### src/rtl/rggen_rtl_pkg.sv
// Shared definitions for the rggen bus: the response status encoding used by
// initiators and responders alike.
package rggen_rtl_pkg;

    typedef enum logic [1:0] {
        RGGEN_OKAY         = 2'b00,
        RGGEN_EXOKAY       = 2'b01,
        RGGEN_SLAVE_ERROR  = 2'b10,
        RGGEN_DECODE_ERROR = 2'b11
    } rggen_status;

endpackage

### src/rtl/rggen_bus_if.sv
// rggen bus: a request is held by the master with valid=1 until the slave pulses
// ready for one cycle; status and read_data are valid whenever ready=1.
interface rggen_bus_if
    import rggen_rtl_pkg::*;
#(
    parameter int ADDRESS_WIDTH = 8,
    parameter int BUS_WIDTH     = 32
);
    logic                       valid;
    logic [ADDRESS_WIDTH-1:0]   address;
    logic                       write;
    logic [BUS_WIDTH-1:0]       write_data;
    logic [BUS_WIDTH/8-1:0]     strobe;
    logic                       ready;
    rggen_status                status;
    logic [BUS_WIDTH-1:0]       read_data;

    modport master (
        output valid, address, write, write_data, strobe,
        input  ready, status, read_data
    );

    modport slave (
        input  valid, address, write, write_data, strobe,
        output ready, status, read_data
    );
endinterface

### src/rtl/rggen_address_decoder.sv
// Word-granular address range match: bits below LSB are ignored, and the
// access direction is qualified by READABLE/WRITABLE.
module rggen_address_decoder #(
    parameter int               WIDTH         = 8,
    parameter int               LSB           = 2,
    parameter logic [WIDTH-1:0] START_ADDRESS = '0,
    parameter logic [WIDTH-1:0] END_ADDRESS   = '0,
    parameter bit               READABLE      = 1'b1,
    parameter bit               WRITABLE      = 1'b1
) (
    input  logic [WIDTH-1:0] i_address,
    input  logic             i_write,
    input  logic             i_additional_match,
    output logic             o_match
);
    localparam logic [WIDTH-1:0] START_WORD = START_ADDRESS >> LSB;
    localparam logic [WIDTH-1:0] END_WORD   = END_ADDRESS >> LSB;

    logic [WIDTH-1:0] word;
    logic             access_ok;

    assign word      = i_address >> LSB;
    assign access_ok = i_write ? WRITABLE : READABLE;
    assign o_match   = (word >= START_WORD) && (word <= END_WORD) &&
                       access_ok && i_additional_match;
endmodule

### src/rtl/rggen_bus_responder_ram.sv
// rggen bus responder backed by a byte-strobed word array. Defining
// RGGEN_BUS_RESPONDER_WAIT_EN inserts WAIT_CYCLES wait states before ready.
module rggen_bus_responder_ram
    import rggen_rtl_pkg::*;
#(
    parameter int                       ADDRESS_WIDTH = 8,
    parameter int                       BUS_WIDTH     = 32,
    parameter int                       WORDS         = 4,
    parameter logic [ADDRESS_WIDTH-1:0] BASE_ADDRESS  = '0,
    parameter int                       WAIT_CYCLES   = 0
) (
    input  logic                        i_clk,
    input  logic                        i_rst_n,
    rggen_bus_if.slave                  bus_if,
    output logic [WORDS*BUS_WIDTH-1:0]  o_value
);
    localparam int BYTES       = BUS_WIDTH / 8;
    localparam int ADDRESS_LSB = $clog2(BYTES);
    localparam int INDEX_WIDTH = (WORDS > 1) ? $clog2(WORDS) : 1;
    localparam logic [ADDRESS_WIDTH-1:0] END_ADDRESS =
        BASE_ADDRESS + ADDRESS_WIDTH'((WORDS - 1) * BYTES);

    localparam logic [1:0] IDLE    = 2'd0;
    localparam logic [1:0] WAIT    = 2'd1;
    localparam logic [1:0] RESPOND = 2'd2;

    logic [1:0]             state;
    logic                   accept;
    logic                   match;
    logic [ADDRESS_WIDTH-1:0] offset;
    logic [INDEX_WIDTH-1:0] index;
    logic [BUS_WIDTH-1:0]   mem [WORDS];
    rggen_status            status_q;
    logic [BUS_WIDTH-1:0]   read_data_q;

    assign accept = (state == IDLE) && bus_if.valid;
    assign offset = bus_if.address - BASE_ADDRESS;
    assign index  = INDEX_WIDTH'(offset >> ADDRESS_LSB);

    rggen_address_decoder #(
        .WIDTH         (ADDRESS_WIDTH),
        .LSB           (ADDRESS_LSB),
        .START_ADDRESS (BASE_ADDRESS),
        .END_ADDRESS   (END_ADDRESS),
        .READABLE      (1'b1),
        .WRITABLE      (1'b1)
    ) u_decoder (
        .i_address          (bus_if.address),
        .i_write            (bus_if.write),
        .i_additional_match (1'b1),
        .o_match            (match)
    );

`ifdef RGGEN_BUS_RESPONDER_WAIT_EN
    localparam int COUNT_WIDTH = (WAIT_CYCLES > 0) ? $clog2(WAIT_CYCLES + 1) : 1;

    logic [COUNT_WIDTH-1:0] count;

    always_ff @(posedge i_clk or negedge i_rst_n) begin
        if (!i_rst_n) begin
            state <= IDLE;
            count <= '0;
        end else begin
            case (state)
                IDLE: begin
                    if (bus_if.valid) begin
                        if (WAIT_CYCLES == 0) begin
                            state <= RESPOND;
                        end else begin
                            count <= COUNT_WIDTH'(WAIT_CYCLES - 1);
                            state <= WAIT;
                        end
                    end
                end
                WAIT: begin
                    if (count == '0) begin
                        state <= RESPOND;
                    end else begin
                        count <= count - 1'b1;
                    end
                end
                default: state <= IDLE;
            endcase
        end
    end
`else
    always_ff @(posedge i_clk or negedge i_rst_n) begin
        if (!i_rst_n) begin
            state <= IDLE;
        end else begin
            case (state)
                IDLE:    if (bus_if.valid) state <= RESPOND;
                default: state <= IDLE;
            endcase
        end
    end
`endif

    // Writes land at the accept edge, so o_value changes before ready rises.
    always_ff @(posedge i_clk or negedge i_rst_n) begin
        if (!i_rst_n) begin
            for (int i = 0; i < WORDS; i++) begin
                mem[i] <= '0;
            end
        end else if (accept && match && bus_if.write) begin
            for (int b = 0; b < BYTES; b++) begin
                if (bus_if.strobe[b]) begin
                    mem[index][8*b +: 8] <= bus_if.write_data[8*b +: 8];
                end
            end
        end
    end

    always_ff @(posedge i_clk or negedge i_rst_n) begin
        if (!i_rst_n) begin
            status_q    <= RGGEN_OKAY;
            read_data_q <= '0;
        end else if (accept) begin
            status_q    <= match ? RGGEN_OKAY : RGGEN_SLAVE_ERROR;
            read_data_q <= (match && !bus_if.write) ? mem[index] : '0;
        end
    end

    assign bus_if.ready     = (state == RESPOND);
    assign bus_if.status    = status_q;
    assign bus_if.read_data = read_data_q;

    for (genvar i = 0; i < WORDS; i++) begin : g_value
        assign o_value[i*BUS_WIDTH +: BUS_WIDTH] = mem[i];
    end
endmodule
### src/flat_wrapper.sv
// flat-port wrapper written by rule: the top's interface ports become plain ports
module rggen_bus_responder_ram_flat import rggen_rtl_pkg::*;
#(
    parameter int                       ADDRESS_WIDTH = 8,
    parameter int                       BUS_WIDTH     = 32,
    parameter int                       WORDS         = 4,
    parameter logic [ADDRESS_WIDTH-1:0] BASE_ADDRESS  = '0,
    parameter int                       WAIT_CYCLES   = 0
)
  (i_clk, i_rst_n, o_value, bus_if_valid, bus_if_address, bus_if_write, bus_if_write_data, bus_if_strobe, bus_if_ready, bus_if_status, bus_if_read_data);
  rggen_bus_if #(.ADDRESS_WIDTH(ADDRESS_WIDTH), .BUS_WIDTH(BUS_WIDTH)) bus_if_i ();
  input  logic i_clk;
  input  logic i_rst_n;
  output logic [WORDS*BUS_WIDTH-1:0] o_value;
  input wire logic [$bits(bus_if_i.valid)-1:0] bus_if_valid;
  input wire logic [$bits(bus_if_i.address)-1:0] bus_if_address;
  input wire logic [$bits(bus_if_i.write)-1:0] bus_if_write;
  input wire logic [$bits(bus_if_i.write_data)-1:0] bus_if_write_data;
  input wire logic [$bits(bus_if_i.strobe)-1:0] bus_if_strobe;
  output wire logic [$bits(bus_if_i.ready)-1:0] bus_if_ready;
  output wire logic [$bits(bus_if_i.status)-1:0] bus_if_status;
  output wire logic [$bits(bus_if_i.read_data)-1:0] bus_if_read_data;
  assign bus_if_i.valid = bus_if_valid;
  assign bus_if_i.address = bus_if_address;
  assign bus_if_i.write = bus_if_write;
  assign bus_if_i.write_data = bus_if_write_data;
  assign bus_if_i.strobe = bus_if_strobe;
  assign bus_if_ready = bus_if_i.ready;
  assign bus_if_status = bus_if_i.status;
  assign bus_if_read_data = bus_if_i.read_data;
  rggen_bus_responder_ram #(.ADDRESS_WIDTH(ADDRESS_WIDTH), .BUS_WIDTH(BUS_WIDTH), .WORDS(WORDS), .BASE_ADDRESS(BASE_ADDRESS), .WAIT_CYCLES(WAIT_CYCLES)) u_core (.i_clk(i_clk), .i_rst_n(i_rst_n), .bus_if(bus_if_i), .o_value(o_value));
endmodule
### config.mk
export PLATFORM = sky130hd
export DESIGN_NAME = rggen_bus_responder_ram_flat
export DESIGN_NICKNAME = d
export VERILOG_FILES = /design/src/rtl/rggen_rtl_pkg.sv /design/src/rtl/rggen_bus_if.sv /design/src/rtl/rggen_address_decoder.sv /design/src/rtl/rggen_bus_responder_ram.sv /design/src/flat_wrapper.sv
export SDC_FILE = /design/constraint.sdc
export NUM_CORES = 1
export LEC_CHECK = 0
export CAP_MARGIN = 10
export CORE_AREA = 2 2 128 130
export CTS_CLUSTER_SIZE = 14
export DETAILED_ROUTE_END_ITERATION = 16
export DIE_AREA = 0 0 130 132
export PLACE_DENSITY_LB_ADDON = 0.12
export SLEW_MARGIN = 20
export SYNTH_ARGS = -nofsm -noshare
export SYNTH_HDL_FRONTEND = slang
export SYNTH_HIERARCHICAL = 1
export SYNTH_SLANG_ARGS = --single-unit
### constraint.sdc
create_clock -name i_clk -period 2.6 [get_ports i_clk]
set_input_delay 0.52 -clock i_clk [delete_from_list [all_inputs] [get_ports i_clk]]
set_output_delay 0.52 -clock i_clk [all_outputs]
set_load 0.02 [all_outputs]
==> impl_metrics.toml, run 1 <==
[status]
outcome = "complete, no violations"

[critical_path]
worstPathCellList = "clkdlybuf4s50_1 > nor4_1 > and2_1 > and4b_1 > buf_12 > and4_1 > buf_12 > mux2_2"
cp.arrival_ns = 2.59
crit_path_top_delay_cell = "clkdlybuf4s50_1"
critPathTopFamily = "simple AND/OR/NAND/NOR gates"
cpMostUsedCell = "buf_12"
slowest_delay_ns = 0.40
cp-start-kind = "input port"
crit_fanout = 16
critPathCaptureType = "register"
path_buf_inv = 3
crit_type = "in2reg"
crit_required_ns = 2.90

[floorplan]
core_area_um2 = 15700
die_x_um = 130
fp.dieArea_um2 = 17200
rows = 46
start_util_pct = 44.7
die_height_um = 132
io_pins = 211

[timing]
hold_viol_final = 0
fin_setup_tns_ns = 0
period_needed_ns = 2.29
drv_slew = 0
fin_crit_sh_pct = 88.0
fmax_ghz = 0.437
fin_ws_ns = 0.313
clock_skew_ns = 0.00643
setup_viol = 0
grt_setup_unrepaired = "false"

[global_route]
grt_usage_pct = 21.8
antenna_found_initial = 0
first_global_vias = 4849
grt_max_degree = 58
grt-ovfl-total = 0
grt_pass1_wl_um = 28200

[drt]
vias = 4567
dr.pass1.iters = 4
drc = 0
wl_um = 18000
ant_nets = 0
routed_via_density = 5.27
dr.first_iter.drc_count = 256
post_drt_wl_per_cell_um = 20.8

[yosys]
synth_xor_area_share_pct = 0
synth_cell_types = 25
synth_compound_area_share_pct = 4.06
synth_nets = 459
synth-seq-cells = 162
synth_simple_gate_area_share_pct = 2.89
syn_inst = 411
yosys-mux-area-fraction_pct = 32.5
synth_top_family_by_area = "multiplexers"
yosysWarnings = 6
syn_avg_cell_area_um2 = 17.1
syn_area_um2 = 7020
synthAdderAreaFrac_pct = 0
synth_seq_area_share_pct = 57.7

[cells_and_area]
multi_input_area_um2 = 2790
antenna_cells = 0
area.sequential_um2 = 4050
post-route-util_pct = 64.5
nNetsFinal = 685
drive_gt1_share_pct = 35.2
mostFrequentLayoutCells = "clkdlybuf4s50_1 (204), dfrtp_1 (162), mux2_2 (96)"
syn2layout_area_growth_pct = 44.4
final_common_cell = "clkdlybuf4s50_1"
fillers = 1116

[clock_tree]
clk-insertion-delay-late_ns = 0.42
htree_levels = 4
root_buffer = "clkbuf_16"
cts.clk_slew.worst_paths_ns = 0.07
cts_setup_buffers = 0
clkSinkCount = 162
cts_buffers = 17
holdBufCountCts = 0
tritoncts = "yes"
cts_buffer_depth = 2
ctsResizeCount = 0

[placement]
gp_congestion = 0.777
hpwl_um = 12700
portBuffers = 207
pre_cts_ws_ns = -0.131

[job]
maxCapViolCount = 0

[power]
power_density_nw_per_um2 = 545
ir_drop_uv = 409
power_leakage_nw = 4.60

[worst_hold_path]
holdCritPathClass = "in2async"
## power breakdown
group	total [mW]	switching [mW]	internal (mW)	leakage, nW
Clock	2.47	1.01	1.47	0.276
Sequential	2.60	0.0339	2.56	2.25
Combinational	0.451	0.229	0.221	2.07
Total	5.52	1.27	4.25	4.60
## per-layer routing
metal	vias up	share of wire [%]	track usage (%)
met5	-	0	0
met4	0	1.8	7.59
met3	25	6.0	6.25
met2	143	49	34.7
met1	2391	43	28.8
li1	2008	-	-
## worst reg2reg max path: cells and delay by family (launching register included)
| kind | cells | cell delay, ns |
|---|---|---|
| mux | 1 | 0.34 |
| simple gates | 2 | 0.56 |
| buf+inv | 2 | 0.29 |
| flops | 1 | 0.38 |
## worst paths after layout
path                                                     start                                  end  slack [ns]  cells after the start
max in group asynchronous                              i_rst_n        u_core/o_value[0]$_DFFE_PN0P_        1.89                      2
setup / recovery                             bus_if_address[7]      u_core/o_value[114]$_DFFE_PN0P_        0.31                      8
hold / removal                                         i_rst_n       u_core/o_value[16]$_DFFE_PN0P_        0.02                      1
setup reg to reg                   u_core/state[1]$_DFFE_PN0P_      u_core/o_value[114]$_DFFE_PN0P_        0.91                      5
hold reg to reg            u_core/bus_if.status[1]$_DFFE_PN0P_  u_core/bus_if.status[1]$_DFFE_PN0P_        0.48                      2
min in group i_clk         u_core/bus_if.status[1]$_DFFE_PN0P_  u_core/bus_if.status[1]$_DFFE_PN0P_        0.48                      2
## registers in the layout, summed over array words and instances (netlist names)
register	flops
u_core/state	1
u_core/bus_if.read_data	32
u_core/bus_if.status	1
u_core/o_value	128
## synthesized netlist by cell type, drive strengths merged
master / count / share of area, %
nor2: 1 / 0.053
dfrtp: 162 / 58
conb: 2 / 0.11
o21ai: 1 / 0.071
mux2: 128 / 22
nor2b: 2 / 0.18
inv: 1 / 0.053
nor4: 1 / 0.089
nand2: 1 / 0.053
mux4: 32 / 10
nand2b: 1 / 0.089
and4: 3 / 0.37
a22o: 32 / 4.0
nand4: 1 / 0.30
clkbuf: 4 / 0.21
and2: 1 / 0.089
buf: 24 / 2.4
nand3: 5 / 0.71
and4b: 1 / 0.14
nor3b: 1 / 0.18
and3: 7 / 0.62
## through the flow
stage	power (mW)	hold WS, ns	std cells	area [µm²]
3_5_place_dp	3.10	0.473	834	9550
2_1_floorplan	2.82	0.224	411	7020
6_report	5.52	0.0233	866	10100
5_1_grt	5.74	0.0308	866	10100
4_1_cts	5.59	0.0298	866	10100
3_3_place_gp	3.09	0.470	834	9550
## area by class of cell
type / instances / share of cell area (%)
sequential: 162 / 40.0
tap: 216 / 2.67
timing repair buffer: 235 / 24.0
clock buffer: 21 / 4.54
inverter: 1 / 0.0370
multi-input combinational: 220 / 27.5
clock inverter: 11 / 1.25
## cells by family after synthesis
logic type             Yosys count
AOI/OAI and AO/OA               33
buffers and inverters           29
DFF                            162
muxes                          160
other                            2
and+or+nand+nor                 25
Note: power is estimated with default switching activity, not from simulation.
==> run 2, diff against run 1 <==
--- a/config.mk
+++ b/config.mk
@@ -14,5 +14,4 @@
 export SLEW_MARGIN = 20
 export SYNTH_ARGS = -nofsm -noshare
 export SYNTH_HDL_FRONTEND = slang
-export SYNTH_HIERARCHICAL = 1
 export SYNTH_SLANG_ARGS = --single-unit
==> impl_metrics.toml, run 2 <==
[drt]
wl_met3_um = 1170
maxUsedRoutingLayer = "met4"
wl_um = 18200
dr.pass1.iters = 4
post_drt_wl_per_cell_um = 20.7
routed_via_density = 5.26
dr.first_iter.drc_count = 188
vias = 4641
drc = 0
met2_length_um = 9410
met1_length_um = 7440
ant_nets = 0

[timing]
relSlewSlack_pct = 59.6
fin_crit_sh_pct = 87.4
grt_setup_unrepaired = "false"
period_needed_ns = 2.27
fin_setup_tns_ns = 0
clock_skew_ns = 0.00980
whs_ns = 0.0852
hold_viol_final = 0
setup_viol = 0
fmax_ghz = 0.440
drv_slew = 0
fin_ws_ns = 0.329
worst_pin_slew_ns = 0.606

[yosys]
synth-seq-cells = 162
synth.top_cell.area_share_pct = 57.8
synth_nets = 456
syn_inst = 408
yosysWarnings = 0
yosysTopAreaCell = "dfrtp_1"
syn_avg_cell_area_um2 = 17.2
synth_area_leaders = "dfrtp_1 (58%), mux2_2 (21%), mux4_2 (10%)"
yosysMostFrequentCell = "dfrtp_1"
synthFlopType = "dfrtp_1"
synth_cell_types = 19
synth_edf_count = 0
synth_seq_area_share_pct = 57.8
async_reset_ff_share_pct = 100
synth_common_cells = "dfrtp_1 (162), mux2_2 (128), a22o_1 (32), mux4_2 (32), nor4_4 (15)"
syn_area_um2 = 7010

[critical_path]
critPathCaptureType = "register"
crit_required_ns = 2.91
r2r_slack_ns = 0.84
r2r_end = "u_core.o_value[9]$_DFFE_PN0P_"
crit_fanout = 8
r2r-start = "u_core.state[1]$_DFFE_PN0P_"
critical_path.endpoint = "u_core.o_value[100]$_DFFE_PN0P_"
worstPathCellList = "clkdlybuf4s50_1 > or4_4 > buf_4 > nor4_4 > buf_12 > mux2_2"
crit_path_top_delay_cell = "or4_4"
ff2ff_path_depth = 5
crit_type = "in2reg"
slowest_delay_ns = 0.60
cp-startpoint = "bus_if_address[4]"
cp.arrival_ns = 2.58
cp-start-kind = "input port"

[floorplan]
start_util_pct = 44.6
io_pins = 211
die_height_um = 132
fp.dieArea_um2 = 17200
rows = 46
die_x_um = 130
core_area_um2 = 15700

[clock_tree]
cts_setup_buffers = 0
holdBufCountCts = 0
htree_levels = 4
clkSinkCount = 162
clk-insertion-delay-late_ns = 0.42
cts.clk_slew.worst_paths_ns = 0.06
ctsResizeCount = 0
tritoncts = "yes"
cts_buffer_depth = 2
cts_buffers = 17
root_buffer = "clkbuf_16"

[power]
power_density_nw_per_um2 = 545
switching_power_mw = 1.34
power_leakage_nw = 4.62
p_sw_share_pct = 23.9
p_seq_share_pct = 47.4
p_clk_share_pct = 41.2
ir_drop_uv = 410
p_int_mw = 4.26
comb_power_share_pct = 11.4

[cells_and_area]
syn2layout_area_growth_pct = 46.7
nNetsFinal = 699
mostFrequentLayoutCells = "clkdlybuf4s50_1 (204), dfrtp_1 (162), mux2_2 (128), mux4_2 (32), a22o_1 (32)"
post-route-util_pct = 65.4
largest_reg_flops = 128
final_common_cell = "clkdlybuf4s50_1"
drive_gt1_share_pct = 37.7

[placement]
portBuffers = 207
pre_cts_ws_ns = -0.119
hpwl_um = 13000
gp_congestion = 0.768

[status]
outcome = "complete, no violations"

[global_route]
antenna_found_initial = 2
grt_max_degree = 62
grt_pass1_wl_um = 29200
first_global_vias = 5101
grt_usage_pct = 22.4
grt-ovfl-total = 0

[worst_hold_path]
holdCritPathClass = "in2async"

[job]
maxCapViolCount = 0
run 2: worst max-delay path, delay by kind of cell:
| kind | cells | cell delay, ns |
|---|---|---|
| AND/OR/NAND/NOR | 2 | 0.93 |
| buffers and inverters | 3 | 0.79 |
| multiplexers | 1 | 0.33 |
run 2: logic make-up (layout without fill, tap and decap cells):
family | Yosys count | count (layout) | share of synthesized area, %
and+or+nand+nor | 30 | 30 | 5.68
other | 1 | 4 | 0.0535
DFF | 162 | 162 | 57.8
buffers and inverters | 23 | 278 | 1.59
AOI/OAI and AO/OA | 32 | 32 | 4.00
muxes | 160 | 160 | 30.8
run 2: worst min-delay path by stage:
stage / start / to / slack (ns) / depth (start not counted)
after floorplan: i_rst_n / u_core.bus_if.read_data[0]$_DFFE_PN0N_ / 0.22 / 0
after global placement: u_core.bus_if.read_data[18]$_DFFE_PN0N_ / u_core.bus_if.read_data[18]$_DFFE_PN0N_ / 0.49 / 1
final: i_rst_n / u_core.bus_if.read_data[8]$_DFFE_PN0N_ / 0.09 / 1
after detailed placement: u_core.bus_if.read_data[20]$_DFFE_PN0N_ / u_core.bus_if.read_data[20]$_DFFE_PN0N_ / 0.49 / 1
after CTS: i_rst_n / u_core.o_value[8]$_DFFE_PN0P_ / 0.09 / 1
after global routing: i_rst_n / u_core.bus_if.read_data[8]$_DFFE_PN0N_ / 0.11 / 1
run 2: power groups by stage:
stage	Sequential, mW	Combinational, mW	Clock, mW
3_3_place_gp	2.69	0.633	0
5_1_grt	2.66	0.680	2.50
6_report	2.65	0.637	2.31
4_1_cts	2.65	0.649	2.37
3_5_place_dp	2.70	0.645	0
2_1_floorplan	2.78	0.195	0
run 2: metal layers:
| layer | up-vias | global-route usage, % |
|---|---|---|
| met1 | 2444 | 28.5 |
| li1 | 2049 | - |
| met4 | 0 | 6.39 |
| met2 | 135 | 36.9 |
| met5 | - | 0 |
| met3 | 13 | 7.02 |
run 2: cell type report:
class	count	area, µm²
inverters	1	3.75
flip-flops and latches	162	4050
repair buffers	246	2540
fillers	1166	5430
clock buffers	21	460
multi-input cells	223	2860
diodes	3	7.51
well taps	216	270
clock inverters	10	86.3
run 2: per-stage QoR:
| step | total power, mW | instance area, µm² | instances |
|---|---|---|---|
| 4_1_cts | 5.68 | 10300 | 879 |
| 3_3_place_gp | 3.33 | 9730 | 848 |
| 6_report | 5.60 | 10300 | 882 |
| 2_1_floorplan | 2.97 | 7010 | 408 |
| 5_1_grt | 5.84 | 10300 | 879 |
| 3_5_place_dp | 3.35 | 9730 | 848 |
==> run 3, diff against run 2 <==
--- a/config.mk
+++ b/config.mk
@@ -10,6 +10,7 @@
 export CTS_CLUSTER_SIZE = 14
 export DETAILED_ROUTE_END_ITERATION = 16
 export DIE_AREA = 0 0 130 132
+export GPL_TIMING_DRIVEN = 0
 export PLACE_DENSITY_LB_ADDON = 0.12
 export SLEW_MARGIN = 20
 export SYNTH_ARGS = -nofsm -noshare
==> impl_metrics.toml, run 3 (synthesized netlist as in run 2, its figures left out) <==
[global_route]
first_global_vias = 5112
antenna_found_initial = 0
grt_usage_pct = 22.5
grt-ovfl-total = 0
grt_pass1_wl_um = 29200
grt_max_degree = 87

[status]
outcome = "complete, no violations"

[power]
ir_drop_uv = 447
power_density_nw_per_um2 = 571
power_leakage_nw = 4.46
total_power_mw = 5.70

[cells_and_area]
fillers = 1222
multi_input_area_um2 = 2850
largest_reg_flops = 128
final_cells = 864
nNetsFinal = 685
antenna_cells = 0
final_area_um2 = 9990
drive_gt1_share_pct = 34.4
area.sequential_um2 = 4050
mostFrequentLayoutCells = "clkdlybuf4s50_1 (204), dfrtp_1 (162), mux2_2 (127), mux4_2 (32), a22o_1 (32)"
final_common_cell = "clkdlybuf4s50_1"
post-route-util_pct = 63.6
syn2layout_area_growth_pct = 42.5

[drt]
dr.first_iter.drc_count = 188
wl_um = 18600
ant_nets = 0
dr.pass1.iters = 4
drc = 0
routed_via_density = 5.38
post_drt_wl_per_cell_um = 21.5
vias = 4650

[worst_hold_path]
holdCritPathClass = "in2async"

[clock_tree]
cts_buffers = 17
clk-insertion-delay-late_ns = 0.42
cts_buffer_depth = 2
root_buffer = "clkbuf_16"
tritoncts = "yes"
htree_levels = 4
clkSinkCount = 162
cts.clk_slew.worst_paths_ns = 0.06

[placement]
gp_congestion = 0.745
portBuffers = 205
pre_cts_ws_ns = -0.504
dp.cells = 830
hpwl_um = 12800
place_area_um2 = 9360

[timing]
relSlewSlack_pct = 33.8
clock_skew_ns = 0.00851
setup_viol = 0
drv_slew = 0
period_needed_ns = 2.51
fmax_ghz = 0.399
worst_pin_slew_ns = 0.993
fin_crit_sh_pct = 96.5
fin_ws_ns = 0.0915
hold_viol_final = 0
grt_setup_unrepaired = "false"

[floorplan]
start_util_pct = 44.6
io_pins = 211
core_area_um2 = 15700
die_x_um = 130
fp.dieArea_um2 = 17200
rows = 46
die_height_um = 132

[critical_path]
cp.arrival_ns = 2.81
crit_fanout = 10
crit_required_ns = 2.90
crit_type = "in2reg"
critPathCaptureType = "register"
cp-start-kind = "input port"

[job]
maxCapViolCount = 0
## run 3: cell count changes in the layout (fill, tap and decap cells not counted), sizes merged
cell,change
buf,-24
clkbuf,+9
clkinv,-3
diode,-3
clkinvlp,+2
bufinv,+1
## run 3: worst paths after layout
check / start / endpoint / slack [ns] / depth (start not counted)
worst max-delay path: bus_if_address[4] / u_core.o_value[100]$_DFFE_PN0P_ / 0.09 / 6
worst min-delay path: i_rst_n / u_core.bus_if.read_data[11]$_DFFE_PN0N_ / 0.07 / 1
worst max register to register: u_core.state[1]$_DFFE_PN0P_ / u_core.o_value[115]$_DFFE_PN0P_ / 0.23 / 5
worst min register to register: u_core.bus_if.read_data[1]$_DFFE_PN0N_ / u_core.bus_if.read_data[1]$_DFFE_PN0N_ / 0.50 / 1
max in group asynchronous: i_rst_n / u_core.o_value[63]$_DFFE_PN0P_ / 1.71 / 2
min in group i_clk: u_core.bus_if.read_data[1]$_DFFE_PN0N_ / u_core.bus_if.read_data[1]$_DFFE_PN0N_ / 0.50 / 1
## run 3: layer usage
layer	track usage [%]	vias to the layer above	part of all wire, %
met5	0	-	0
met4	6.99	0	1.5
met3	5.97	25	5.9
met2	36.4	150	50
met1	29.7	2446	42
li1	-	2029	-
## run 3: what timing repair did
item                                    CTS  global route
hold buffers                              0             0
cloned                                    0             0
endpoints found under the setup margin   74            32
gates resized for setup                   2             4
setup buffers                             2             1
pin swaps                                 8             4
## run 3: cell type report
class                   instances  share of cell area (%)
well taps                     216                    2.71
multi-input cells             223                    28.6
clock buffers                  20                    4.47
repair buffers                210                    21.4
clock inverters                10                    1.13
flip-flops and latches        162                    40.6
plain buffers                  22                    1.12
inverters                       1                  0.0376
## run 3: report_power, final
| part | switching [mW] | leakage, nW | total, mW | internal, mW |
|---|---|---|---|---|
| logic | 0.326 | 1.95 | 0.628 | 0.302 |
| registers | 0.0578 | 2.24 | 2.65 | 2.60 |
| clock network | 0.998 | 0.271 | 2.42 | 1.42 |
## run 3: per-stage QoR
stage	TNS [ns]	hold WS (ns)
after floorplan	0	0.224
after global placement	-917.11	0.487
after detailed placement	-62.14	0.493
after CTS	0	0.107
after global routing	0	0.123
final	0	0.0682
## run 3: worst max-delay path: stages
cell and delay (ns):
clkdlybuf4s50_1 0.40, or4_4 0.54, buf_6 0.19, buf_6 0.18, nor4_4 0.56, mux2_2 0.41
